<file path="src/rtl/arbitro_memoria.sv">
// Round-robin initiator for the shared data memory: two cores, single-word
// read/write transactions, one in flight at a time, registered memory strobes.
module arbitro_memoria #(
  parameter int DATA_W    = 32,
  parameter int ADDR_W    = 32,
  parameter int MEM_DEPTH = 512,
  parameter int READ_LAT  = 1
) (
  input  logic              clock,
  input  logic              reset_n,
  input  logic              req0,
  input  logic              req1,
  input  logic              we0,
  input  logic              we1,
  input  logic [ADDR_W-1:0] addr0,
  input  logic [ADDR_W-1:0] addr1,
  input  logic [DATA_W-1:0] wdat0,
  input  logic [DATA_W-1:0] wdat1,
  output logic              ack0,
  output logic              ack1,
  output logic              err0,
  output logic              err1,
  output logic [DATA_W-1:0] rdat0,
  output logic [DATA_W-1:0] rdat1,
  output logic [ADDR_W-1:0] endereco,
  output logic [DATA_W-1:0] indata,
  output logic              lerMem,
  output logic              escMem,
  input  logic [DATA_W-1:0] output_mem
);

  localparam int CW = (READ_LAT > 1) ? $clog2(READ_LAT) : 1;

  typedef enum logic [2:0] {S_IDLE, S_ACCESS, S_WAIT, S_DONE, S_ERR} state_t;

  state_t            r_state, w_next;
  logic              r_we, r_id, r_last;
  logic [ADDR_W-1:0] r_addr;
  logic [CW-1:0]     r_cnt;

  logic              r_ack0, r_ack1, r_err0, r_err1, r_ler, r_esc;
  logic [DATA_W-1:0] r_rdat0, r_rdat1, r_ind;
  logic [ADDR_W-1:0] r_end;

  logic              w_sel_id, w_t_id, w_t_we;
  logic [ADDR_W-1:0] w_t_addr;
  logic [DATA_W-1:0] w_t_wdat;
  logic              w_ack0, w_ack1, w_err0, w_err1, w_ler, w_esc;
  logic [DATA_W-1:0] w_ind;
  logic [ADDR_W-1:0] w_end;

  // On a tie the core that did not complete last wins.
  assign w_sel_id = (req0 & req1) ? ~r_last : req1;

  always_comb begin
    w_t_id   = r_id;
    w_t_we   = r_we;
    w_t_addr = r_addr;
    w_t_wdat = w_sel_id ? wdat1 : wdat0;
    if (r_state == S_IDLE) begin
      w_t_id   = w_sel_id;
      w_t_we   = w_sel_id ? we1 : we0;
      w_t_addr = w_sel_id ? addr1 : addr0;
    end

    w_next = r_state;
    case (r_state)
      S_IDLE:   if (req0 | req1)
                  w_next = (w_t_addr >= ADDR_W'(MEM_DEPTH)) ? S_ERR : S_ACCESS;
      S_ACCESS: w_next = r_we ? S_DONE : S_WAIT;
      S_WAIT:   if (r_cnt == '0) w_next = S_DONE;
      S_DONE:   w_next = S_IDLE;
      S_ERR:    w_next = S_IDLE;
      default:  w_next = S_IDLE;
    endcase

    // Outputs are computed for the state being entered, then registered.
    w_ack0 = 1'b0;
    w_ack1 = 1'b0;
    w_err0 = 1'b0;
    w_err1 = 1'b0;
    w_ler  = 1'b0;
    w_esc  = 1'b0;
    w_ind  = '0;
    w_end  = '0;
    case (w_next)
      S_ACCESS: begin
        w_end = w_t_addr;
        w_esc = w_t_we;
        w_ler = ~w_t_we;
        w_ind = w_t_we ? w_t_wdat : '0;
      end
      S_WAIT: begin
        w_end = r_addr;
        w_ler = 1'b1;
      end
      S_DONE: begin
        w_ack0 = ~r_id;
        w_ack1 = r_id;
      end
      S_ERR: begin
        w_ack0 = ~w_t_id;
        w_ack1 = w_t_id;
        w_err0 = ~w_t_id;
        w_err1 = w_t_id;
      end
      default: ;
    endcase
  end

  always_ff @(posedge clock) begin
    if (!reset_n) begin
      r_state <= S_IDLE;
      r_last  <= 1'b1;
      r_we    <= 1'b0;
      r_id    <= 1'b0;
      r_addr  <= '0;
      r_cnt   <= '0;
      r_ack0  <= 1'b0;
      r_ack1  <= 1'b0;
      r_err0  <= 1'b0;
      r_err1  <= 1'b0;
      r_ler   <= 1'b0;
      r_esc   <= 1'b0;
      r_ind   <= '0;
      r_end   <= '0;
      r_rdat0 <= '0;
      r_rdat1 <= '0;
    end else begin
      r_state <= w_next;
      r_ack0  <= w_ack0;
      r_ack1  <= w_ack1;
      r_err0  <= w_err0;
      r_err1  <= w_err1;
      r_ler   <= w_ler;
      r_esc   <= w_esc;
      r_ind   <= w_ind;
      r_end   <= w_end;
      if (r_state == S_IDLE) begin
        r_id   <= w_t_id;
        r_we   <= w_t_we;
        r_addr <= w_t_addr;
      end
      if (r_state == S_ACCESS)
        r_cnt <= CW'(READ_LAT - 1);
      else if (r_state == S_WAIT && r_cnt != '0)
        r_cnt <= r_cnt - CW'(1);
      if (r_state == S_WAIT && r_cnt == '0) begin
        if (r_id) r_rdat1 <= output_mem;
        else      r_rdat0 <= output_mem;
      end
      if (r_state == S_DONE || r_state == S_ERR)
        r_last <= r_id;
    end
  end

  assign ack0     = r_ack0;
  assign ack1     = r_ack1;
  assign err0     = r_err0;
  assign err1     = r_err1;
  assign rdat0    = r_rdat0;
  assign rdat1    = r_rdat1;
  assign endereco = r_end;
  assign indata   = r_ind;
  assign lerMem   = r_ler;
  assign escMem   = r_esc;

endmodule

</file>
<file path="config.mk">
export PLATFORM = sky130hd
export DESIGN_NAME = arbitro_memoria
export DESIGN_NICKNAME = d
export VERILOG_FILES = /design/src/rtl/arbitro_memoria.sv
export SDC_FILE = /design/constraint.sdc
export NUM_CORES = 1
export LEC_CHECK = 0
export CORE_MARGIN = 3
export CORE_UTILIZATION = 45
export CTS_CLUSTER_SIZE = 10
export DETAILED_ROUTE_END_ITERATION = 10
export DONT_BUFFER_PORTS = 1
export GPL_TIMING_DRIVEN = 0
export SLEW_MARGIN = 20
export SYNTH_ARGS = -nofsm -noshare
export SYNTH_HDL_FRONTEND = slang
export SYNTH_SLANG_ARGS = --single-unit
</file>
<file path="constraint.sdc">
create_clock -name clock -period 3.6 [get_ports clock]
set_input_delay 0.72 -clock clock [delete_from_list [all_inputs] [get_ports clock]]
set_output_delay 0.72 -clock clock [all_outputs]
set_load 0.05 [all_outputs]
</file>
==> results.sh <==
export IMPL_synth_mux_area_share_pct=5.50
export IMPL_grt_use_met2_pct=36.4
export IMPL_gr_max_usage_layer="met2"
export IMPL_hold_ws_ns=0.434
export IMPL_place_area_um2=7010
export IMPL_drv_cap=0
export IMPL_peakVddDrop_v=0.000329
export IMPL_grt_pass1_vias=5353
export IMPL_finalSetupTns_ns=0
export IMPL_drv_slew=0
export IMPL_syn_instance_count=739
export IMPL_start_kind="register"
export IMPL_coreArea_um2=14600
export IMPL_dp_cells=923
export IMPL_rsz0062_at_grt="no"
export IMPL_start_util_pct=46.3
export IMPL_hold_viol=0
export IMPL_area_delta_synth_final_pct=12.0
export IMPL_r2r_cells=9
export IMPL_fin_crit_sh_pct=80.4
export IMPL_cts_sinks=173
export IMPL_grtUsageMet3_pct=8.26
export IMPL_relSlewSlack_pct=49.2
export IMPL_cts_tree="built"
export IMPL_hold_buffers=0
export IMPL_die_width_um=129
export IMPL_io_pins=300
export IMPL_whs_endpoint="r_cnt"
export IMPL_synth_edf_count=0
export IMPL_synthesis_nets=905
export IMPL_grtUsageTotal_pct=21.5
export IMPL_synth_xor_area_share_pct=0.129
export IMPL_swShare_pct=24.1
export IMPL_routedWlPerCell_um=18.9
export IMPL_criticalPathCategory="reg -> reg"
export IMPL_synth_top_family_by_area="simple AND/OR/NAND/NOR gates"
export IMPL_num_vias=5233
export IMPL_post_place_ws_ns=0.328
export IMPL_p_clk_share_pct=44.2
export IMPL_yosysUniqueCellTypes=43
export IMPL_yosys_area_share_simple_pct=24.8
export IMPL_post_dp_hpwl_mm=14.0
export IMPL_antenna_cells=0
export IMPL_p_leak_nw=2.97
export IMPL_r2r_end="indata[10]"
export IMPL_port_buffers=0
export IMPL_p_per_area_nw_per_um2=539
export IMPL_critPathMaxFanout=10
export IMPL_nets=924
export IMPL_cts_root_buf="clkbuf_16"
export IMPL_synth_area_um2=6780
export IMPL_min_from="r_cnt"
export IMPL_critPathCaptureType="register"
export IMPL_status="finished, final reports clean"
export IMPL_synth_area_leaders="dfxtp_1 51%, nand2_1 10%, a21boi_0 7.2%"
export IMPL_finalWorstSetupSlack_ns=0.704
export IMPL_grt_max_degree=17
export IMPL_final_cells=955
export IMPL_synthArstFlopShare_pct=0
export IMPL_avgSynthCellArea_um2=9.17
export IMPL_die_h_um=129
export IMPL_crit_required_ns=3.94
export IMPL_post_route_drc_count=0
export IMPL_antenna_found_initial=0
export IMPL_grt_overflow=0
export IMPL_min_path_type="reg -> reg"
export IMPL_yosysTopAreaCellShare_pct=51.1
export IMPL_final_setup_viol_count=0
export IMPL_die_area_um2=16600
export IMPL_cts_buffer_depth=2
export IMPL_arrival_ns=3.24
export IMPL_clock_skew_ns=0.00972
export IMPL_ys_seq_area_share_pct=51.1
export IMPL_use_met1_pct=24.6
export IMPL_rows=44
export IMPL_drtPass1Iterations=5
export IMPL_tightest_slew_ns=0.756
export IMPL_synth_top_area_cell="dfxtp_1"
export IMPL_seq_power_share_pct=48.8
export IMPL_reg2reg_slack_ns=0.70
export IMPL_path_clk_slew_ns=0.07
export IMPL_clkLatencyLatePin_ns=0.42
export IMPL_nFillCells=1411
export IMPL_drt_iter0_drc=190
export IMPL_ys_seq_elements=173
export IMPL_p_int_mw=3.10
export IMPL_p_sw_uw=986
export IMPL_synth_flop_cell="dfxtp_1"
export IMPL_synth_compound_area_share_pct=14.0
export IMPL_whs_path_depth=2
export IMPL_cts_buffers=17
export IMPL_route_antenna_remaining_nets=0
export IMPL_max_freq_mhz=345
export IMPL_synth_warning_count=0
export IMPL_power_mw=4.09
export IMPL_min_period_ns=2.90
export IMPL_reg2reg_from="r_state[0]"
export IMPL_design_area_um2=7590
export IMPL_synthAdderAreaFrac_pct=0
export IMPL_routabilityCongestion=0.823
export IMPL_drive_gt1_share_pct=10.6
export IMPL_cts_resized=0
export IMPL_viasPerCell=5.48
export IMPL_cts_setup_buffers=0
export IMPL_grt_pass1_wl_mm=27.9
export IMPL_h_tree_depth=4
export IMPL_final_util_pct=51.8
export IMPL_pwr_share_comb_pct=7.0
export IMPL_routed_wl_mm=18.1
routing by layer:
layer	up-vias	share of wire (%)
li1	2543	-
met1	2452	39
met2	219	49
met3	19	10
met4	0	1.5
met5	-	0
power groups by stage:
stage                     combinational, mW  clock, mW  sequential (mW)
after floorplan                       0.226          0             2.03
after global placement                0.280          0             2.04
after detailed placement              0.286          0             2.04
after CTS                             0.287       1.85             1.99
after global routing                  0.320       1.93             2.00
final                                 0.285       1.81             1.99
sequential cells by signal, summed over array words and instances (netlist names):
register  cells
endereco     32
indata       32
lerMem        1
err1          1
r_state       3
r_last        1
ack0          1
rdat0        32
r_we          1
escMem        1
r_addr       32
err0          1
r_cnt         1
r_id          1
rdat1        32
ack1          1
cell usage after synthesis (6+ instances only):
cell type / count
a21oi_1: 13
and2_1: 19
buf_1: 7
nand2_1: 182
nor3_2: 32
nand3_1: 18
nor2_1: 28
inv_1: 11
o211a_1: 8
nor3b_1: 11
a21boi_0: 65
clkbuf_1: 42
dfxtp_1: 173
buf_6: 6
mux2i_1: 35
o211ai_1: 9
and3_1: 25
a221oi_1: 10
how the worst max path moves through the flow:
stage	start	to	slack, ns	depth (start not counted)
detailed placement	req1	indata[10]	0.33	8
global route	r_last	indata[19]	0.50	8
CTS	r_last	indata[10]	0.67	8
floorplan	req1	indata[0]	0.91	8
finish	r_state[0]	indata[10]	0.70	9
global placement	req1	indata[16]	0.36	8
cells by family after synthesis:
logic type      count (synthesis)
compound gates                128
flops                         173
mux                            37
simple gates                  332
xor+xnor                        1
buf+inv                        68
worst max-delay path: stages, from the launching register on:
cell and delay, ns:
dfxtp_1 0.31, buf_6 0.13, or3_4 0.40, buf_2 0.21, a221oi_1 0.41, a21oi_1 0.16, nor3_1 0.37, nand4_2 0.36
buf_6 0.27, nor3_2 0.20
layout make-up:
type	instances	area (µm²)	area share, %
multi-input cells	498	3010	39.6
inverters	11	41.3	0.544
flip-flops and latches	173	3460	45.6
well taps	184	230	3.03
clock buffers	17	425	5.61
plain buffers	57	262	3.45
clock inverters	15	159	2.09
placed cells by master (no fill, tap or decap), types with 2 or more instances in the layout:
master,count
o211ai_1,9
dfxtp_1,173
and3_1,25
a221oi_1,10
bufinv_16,2
nor4_1,2
a21boi_0,65
clkbuf_1,42
o21ai_0,5
nor2b_1,3
clkinv_2,3
inv_6,6
clkinvlp_4,3
buf_2,2
nor2_1,28
and2_1,19
nor3b_1,11
mux2_2,2
nor3_1,4
buf_6,6
o22ai_1,5
a21oi_1,13
o21ai_1,5
mux2i_1,35
inv_1,11
nor3_2,32
buf_1,7
nand3_1,18
nand2_1,182
clkbuf_16,17
o211a_1,8
No activity file was read; power rests on OpenSTA's default activity.
